`src/rtl/apb_slave_regs.sv`:
```
// apb_slave_regs: APB completer with programmable wait states and a word-addressed register bank.
// Register 0 is a read-only ID; the remaining registers are read/write and exported on regs_o.
module apb_slave_regs #(
    parameter int DATA_WIDTH = 32,
    parameter int ADDR_WIDTH = 32,
    parameter int NUM_REGS = 16,
    parameter logic [DATA_WIDTH-1:0] ID_VALUE = 32'hA5B0_0001
) (
    input  logic                           PCLK,
    input  logic                           PRESET,
    input  logic                           PSEL,
    input  logic                           PENABLE,
    input  logic                           PWRITE,
    input  logic [ADDR_WIDTH-1:0]          PADDR,
    input  logic [DATA_WIDTH-1:0]          PWRDATA,
    input  logic [3:0]                     wait_cfg_i,
    output logic [DATA_WIDTH-1:0]          PRDATA,
    output logic                           PREADY,
    output logic                           PSLVERR,
    output logic [NUM_REGS*DATA_WIDTH-1:0] regs_o,
    output logic                           wr_strobe_o,
    output logic [$clog2(NUM_REGS)-1:0]    wr_idx_o
);
    localparam int IDX_W = $clog2(NUM_REGS);

    typedef enum logic {IDLE, ACCESS} state_t;

    state_t                  state_q, state_d;
    logic [3:0]              cnt_q, cnt_d;
    logic [DATA_WIDTH-1:0]   regs_q [1:NUM_REGS-1];
    logic [DATA_WIDTH-1:0]   bank [NUM_REGS];
    logic                    wr_strobe_q;
    logic [IDX_W-1:0]        wr_idx_q;
    logic [IDX_W-1:0]        idx;
    logic                    err, we;

    assign idx = PADDR[2 +: IDX_W];
    // Any address bit above the bank window set means out of range.
    assign err = (PADDR[1:0] != 2'b00) || ((PADDR >> (IDX_W + 2)) != '0) || (PWRITE && idx == '0);
    assign PREADY = (state_q == ACCESS) && PSEL && PENABLE && (cnt_q == 4'd0);
    assign PSLVERR = PREADY && err;
    assign PRDATA = (PREADY && !PWRITE && !err) ? bank[idx] : '0;
    assign we = PREADY && PWRITE && !err;
    assign wr_strobe_o = wr_strobe_q;
    assign wr_idx_o = wr_idx_q;

    assign bank[0] = ID_VALUE;
    for (genvar g = 1; g < NUM_REGS; g++) begin : g_bank
        assign bank[g] = regs_q[g];
    end
    for (genvar g = 0; g < NUM_REGS; g++) begin : g_out
        assign regs_o[g*DATA_WIDTH +: DATA_WIDTH] = bank[g];
    end

    always_comb begin
        state_d = state_q;
        cnt_d = cnt_q;
        if (state_q == IDLE) begin
            if (PSEL && !PENABLE) begin
                state_d = ACCESS;
                cnt_d = wait_cfg_i;
            end
        end else if (!PSEL) begin
            state_d = IDLE;
        end else if (!PENABLE) begin
            cnt_d = wait_cfg_i;
        end else if (cnt_q != 4'd0) begin
            cnt_d = cnt_q - 4'd1;
        end else begin
            state_d = IDLE;
        end
    end

    always_ff @(posedge PCLK or posedge PRESET) begin
        if (PRESET) begin
            state_q <= IDLE;
            cnt_q <= '0;
            wr_strobe_q <= 1'b0;
            wr_idx_q <= '0;
            for (int i = 1; i < NUM_REGS; i++) regs_q[i] <= '0;
        end else begin
            state_q <= state_d;
            cnt_q <= cnt_d;
            wr_strobe_q <= we;
            if (we) wr_idx_q <= idx;
            for (int i = 1; i < NUM_REGS; i++)
                if (we && idx == IDX_W'(i)) regs_q[i] <= PWRDATA;
        end
    end
endmodule

```
`config.mk`:
```
export PLATFORM = sky130hd
export DESIGN_NAME = apb_slave_regs
export DESIGN_NICKNAME = d
export VERILOG_FILES = /design/src/rtl/apb_slave_regs.sv
export SDC_FILE = /design/constraint.sdc
export NUM_CORES = 1
export LEC_CHECK = 0
export CORE_AREA = 2 2 244 246
export DETAILED_ROUTE_END_ITERATION = 8
export DIE_AREA = 0 0 246 248
export GPL_TIMING_DRIVEN = 0
export HOLD_SLACK_MARGIN = 0.12
export MAX_ROUTING_LAYER = met4
export PLACE_DENSITY = 0.74
export REMOVE_ABC_BUFFERS = 1
export SKIP_CTS_REPAIR_TIMING = 1
export SLEW_MARGIN = 30
export SYNTH_ARGS = -nofsm -noshare
export SYNTH_HDL_FRONTEND = slang
export SYNTH_SLANG_ARGS = --single-unit
```
`constraint.sdc`:
```
create_clock -name PCLK -period 18.4 [get_ports PCLK]
set_input_delay 1.84 -clock PCLK [delete_from_list [all_inputs] [get_ports PCLK]]
set_output_delay 1.84 -clock PCLK [all_outputs]
set_load 0.02 [all_outputs]
```
After elaboration in Yosys (flattened, before gate mapping)
Cells that the tools add are included.
Cells by class
  shift operators: 0
  muxes and demuxes: 14
  $lt $le $gt $ge: 1
  $add $sub $neg: 1
  divide/modulo/power cells: 0
  equality and inequality tests: 17
  $mul: 0
  reductions and logical operators: 37
  bitwise operators: 1
Operators with widths (count)
  binary-select mux 32 bit (select 4 bit): 1
  two-way mux 32 bit: 3
  equality test 4 bit (second input constant): 8
  nonzero test 32 bit: 1
  logical AND 1 bit: 25
  two-way mux 4 bit: 5
  equality test 4 x 3 -> 1 bit (second input constant): 4
  equality test 4 x 2 -> 1 bit (second input constant): 2
  zero test 4 bit: 2
  greater-or-equal comparator 5 bit (second input constant): 1
  two-way mux 1 bit: 5
  NOT 4 -> 5 bit: 1
  equality test 4 x 1 -> 1 bit (second input constant): 1
  nonzero test 2 bit: 2
  nonzero test 4 bit: 1
  subtractor 4 x 1 -> 4 bit (second input constant): 1
  zero test 1 bit: 3
  inequality test 3 x 2 -> 1 bit (second input constant): 1
  AND reduction 3 bit: 1
  logical OR 1 bit: 2
  inequality test 2 bit (second input constant): 1
Word-level totals
  latch bits: 0
  bits in read-only memories: 0
  flip-flop bits (word level): 490
  logic and storage cells: 90
  bits in writable memories: 0
  output and inout port bits: 551
  memories kept: 0

Longest topological paths before layout
  depth in word-level cells: 6
  depth in mapped cells: 8

Least setup slack after synthesis
Ideal clock, no wire load.
  path type: input port to output port
  start point: in PADDR[6]
  end point: out PRDATA[22]
  cell stages on the path: 7
  path slack: 12.885 ns
  data arrival time: 3.675 ns
  path through: nor4_1 -> and4_1 -> buf_6 -> buf_8 -> nand4b_4 -> buf_2 -> nor4_1
On the way
  cells in the longest elaborated chain, start to end: 6
RTL lines
  from (decl): RTL line 14  | input logic [ADDR_WIDTH-1:0] PADDR,
  nonzero test 32 bit: RTL line 39  | assign err = (PADDR[1:0] != 2'b00) || ((PADDR >> (IDX_W + 2)) != '0) || (PWRITE && idx == '0);
  logical OR 1 bit (2 in a row): RTL line 39
  zero test 1 bit: RTL line 42  | assign PRDATA = (PREADY && !PWRITE && !err) ? bank[idx] : '0;
  logical AND 1 bit: RTL line 42
  two-way mux 32 bit: RTL line 42
  to (decl): RTL line 17  | output logic [DATA_WIDTH-1:0] PRDATA,
Every way passes these cells.

Final worst setup path
  start point: in PADDR[29]
  end point: out PRDATA[25]
Same word-level chain as after synthesis.

==> run_results.csv <==
group,metric,value,unit
setup_path,setup.worst_path.end,"PRDATA[25]",
die,rows,89,
finish,syn_to_final_growth,36.2,%
clock_tree,cts.sinks,490,
timing,fin_crit_sh,40.9,%
synth,syn_inst,1513,
timing,clock_skew,0.0193,ns
die,die_h,248,um
setup_path,cp.arrival,5.69,ns
timing,fin_tns_setup,0,ns
timing,max_slew_margin,31.6,%
timing,hold_violations,0,
placement,dp_cells,2785,
clock_tree,cts_root_buf,"clkbuf_16",
finish,n_antenna_cell,0,
timing,setup_viol,0,
finish,drive_gt1_share,35.0,%
power,power.density,71.5,mW/mm2
synth,synth_area_per_cell,15.7,um2
global_routing,antenna_found_initial,0,
drt,first_pass_iters,7,
worst_hold_path,min_path_type,"reg2reg",
finish,regArea,0.0123,mm2
setup_path,crit_type,"in2out",
drt,avgViaCountPerCell,5.62,
finish,fill_cells,4655,
finish,stdcell_count,2880,
timing,rsz0062_at_grt,"false",
setup_path,slowest_delay,0.89,ns
die,num_io_pins,624,
setup_path,startpoint,"PADDR[29]",
drt,ant_nets,0,
drt,drtIter0Drc,861,
timing,max_freq,133,MHz
placement,gp_congestion,0.844,
power,irDropWorstVdd,82.3,uV
drt,drc,0,
run_status,outcome,"finished clean",
clock_tree,clockBufferDepth,3,
synth,synth_ff_type,"dfrtp_1",
die,start_util,40.6,%
synth,ys_top_cells_by_count,"490 x dfrtp_1, 286 x mux2_2, 210 x mux2_4",
clock_tree,tritoncts,"yes",
worst_hold_path,hp-start,"wr_idx_o[1]$_DFFE_PP0P_",
setup_path,critPathLaunchType,"input pin",
setup_path,cp.required,16.56,ns
setup_path,crit_chain,"clkdlybuf4s50_1 > nor4_1 > and3_2 > nand4b_4 > buf_12 > nor4_1 > clkdlybuf4s50_1",
synth,synth_edf_count,0,
placement,port_buffers,591,
placement,dp_hpwl,56900,um
clock_tree,clk_latency,0.59,ns
die,die_width,246,um
synth,seq_area_frac_synth,51.7,%
global_routing,grt-ovfl-total,0,
die,dieArea,0.0610,mm2
global_routing,groute.usage.overall,27.2,%
synth,synth-seq-cells,490,
clock_tree,numCtsBuffers,54,
job,maxCapViolations,0,
synth,yosysMostFrequentCell,"dfrtp_1",
die,design.core.area,0.0585,mm2
synth,yosysTopAreaCell,"dfrtp_1",
finish,final_nets,2143,
clock_tree,clk_pin_slew,0.06,ns
timing,worstMarginPinSlew,1.02,ns
timing,period_needed,7.53,ns
synth,ys_warn_count,0,
synth,netlist_area,0.0237,mm2
power,p_leak,0.0155,uW
clock_tree,htreeDepth,2,
synth,async_reset_ff_share,100,%
setup_path,reg2reg_slack,14.74,ns
synth,ys_types,48,
global_routing,grt_pass1_wl,119000,um
synth,synth_area_leaders,"dfrtp_1 52%, mux2_2 14%, mux2_4 13%",
setup_path,endpoint_kind,"output port",
setup_path,critPathMaxFanout,18,
synth,yosys.area.top_type_share,51.7,%
drt,vias,16196,
setup_path,reg2reg_from,"cnt_q[0]$_DFFE_PP0P_",
setup_path,r2r-end,"regs_o[443]$_DFFE_PP0P_",
drt,wl_per_cell,28.5,um
global_routing,grt_pass1_vias,17088,
timing,final_max_slew_viol_count,0,
drt,routed_wl,82000,um
setup_path,slowest_stage,"clkdlybuf4s50_1",
setup_path,rr_worst_depth,8,
finish,multiInputGateArea,0.0105,mm2
global_routing,grt_max_degree,94,
-- final cells by class --
type | instances | share of cell area (%)
clock inverter | 11 | 0.526
inverter | 13 | 0.174
timing repair buffer | 639 | 21.0
multi-input combinational | 870 | 32.3
sequential | 490 | 37.9
tap | 773 | 2.99
clock buffer | 84 | 5.00
-- logic make-up after synthesis --
| kind of cell | Yosys count | synth area share (%) |
|---|---|---|
| buffers and inverters | 183 | 4.89 |
| adders and majority gates | 2 | 0.105 |
| and+or+nand+nor | 118 | 3.42 |
| AOI/OAI and AO/OA | 97 | 3.04 |
| other | 2 | 0.0316 |
| DFF | 490 | 51.7 |
| muxes | 621 | 36.8 |
-- worst min path at each step --
| stage | cells past startpoint | slack [ns] | endpoint |
|---|---|---|---|
| after global placement | 1 | 0.48 | cnt_q[3]$_DFFE_PP0P_ |
| after floorplan | 1 | 0.46 | cnt_q[3]$_DFFE_PP0P_ |
| final | 1 | 0.52 | wr_idx_o[1]$_DFFE_PP0P_ |
| after global routing | 1 | 0.54 | wr_idx_o[1]$_DFFE_PP0P_ |
| after detailed placement | 1 | 0.51 | wr_idx_o[1]$_DFFE_PP0P_ |
| after CTS | 1 | 0.52 | cnt_q[3]$_DFFE_PP0P_ |
-- cells in the final DEF, fill, tap and decap left out, types with 15 or more instances in the layout --
cell type,instances
nor2_1,34
nor3_1,16
clkdlybuf4s50_1,587
mux2_1,15
dfrtp_1,490
nor4_1,23
buf_12,22
a221oi_1,25
mux4_2,88
mux2_2,286
conb_1,32
o22ai_1,32
mux2i_1,22
clkbuf_1,16
mux2_4,210
clkbuf_16,55
-- per-stage QoR --
step	hold WS (ns)	total power [uW]	setup slack, ns	util [%]	cell area [um2]
after detailed placement	0.506	1230	10.80	52.2	30500
final	0.518	2310	10.87	55.3	32300
after global placement	0.482	1230	-2.63	50.7	29600
after CTS	0.520	2330	10.79	55.3	32300
after floorplan	0.459	1150	2.88	-	22700
after global routing	0.544	2390	10.66	55.3	32300
-- critical path: cells and delay by family --
kind                   cells  cell delay [ns]
buffers and inverters      3             1.73
AND/OR/NAND/NOR            4             2.10
-- state kept, by name, indices dropped and copies added (netlist names) --
name         flops
regs_o         480
wr_idx_o         4
cnt_q            4
state_q          1
wr_strobe_o      1
-- per-layer routing --
metal  vias up  wire, um  share of wire (%)  global-route usage [%]
li1       6706         -                  -                       -
met3       193      6490                7.9                    6.71
met5         -         0                  0                       -
met1      8558     32500                 40                    33.9
met4         0      3210                3.9                    9.57
met2       739     39800                 49                    43.3
-- power by group --
part           total (uW)  switching (uW)  leakage, uW  internal, uW
clock                1100             444     0.000876           655
combinational         130            86.7      0.00775          42.9
sequential           1080            1.98      0.00684          1080
total                2310             532       0.0155          1780
(Power assumes the default switching activity.)
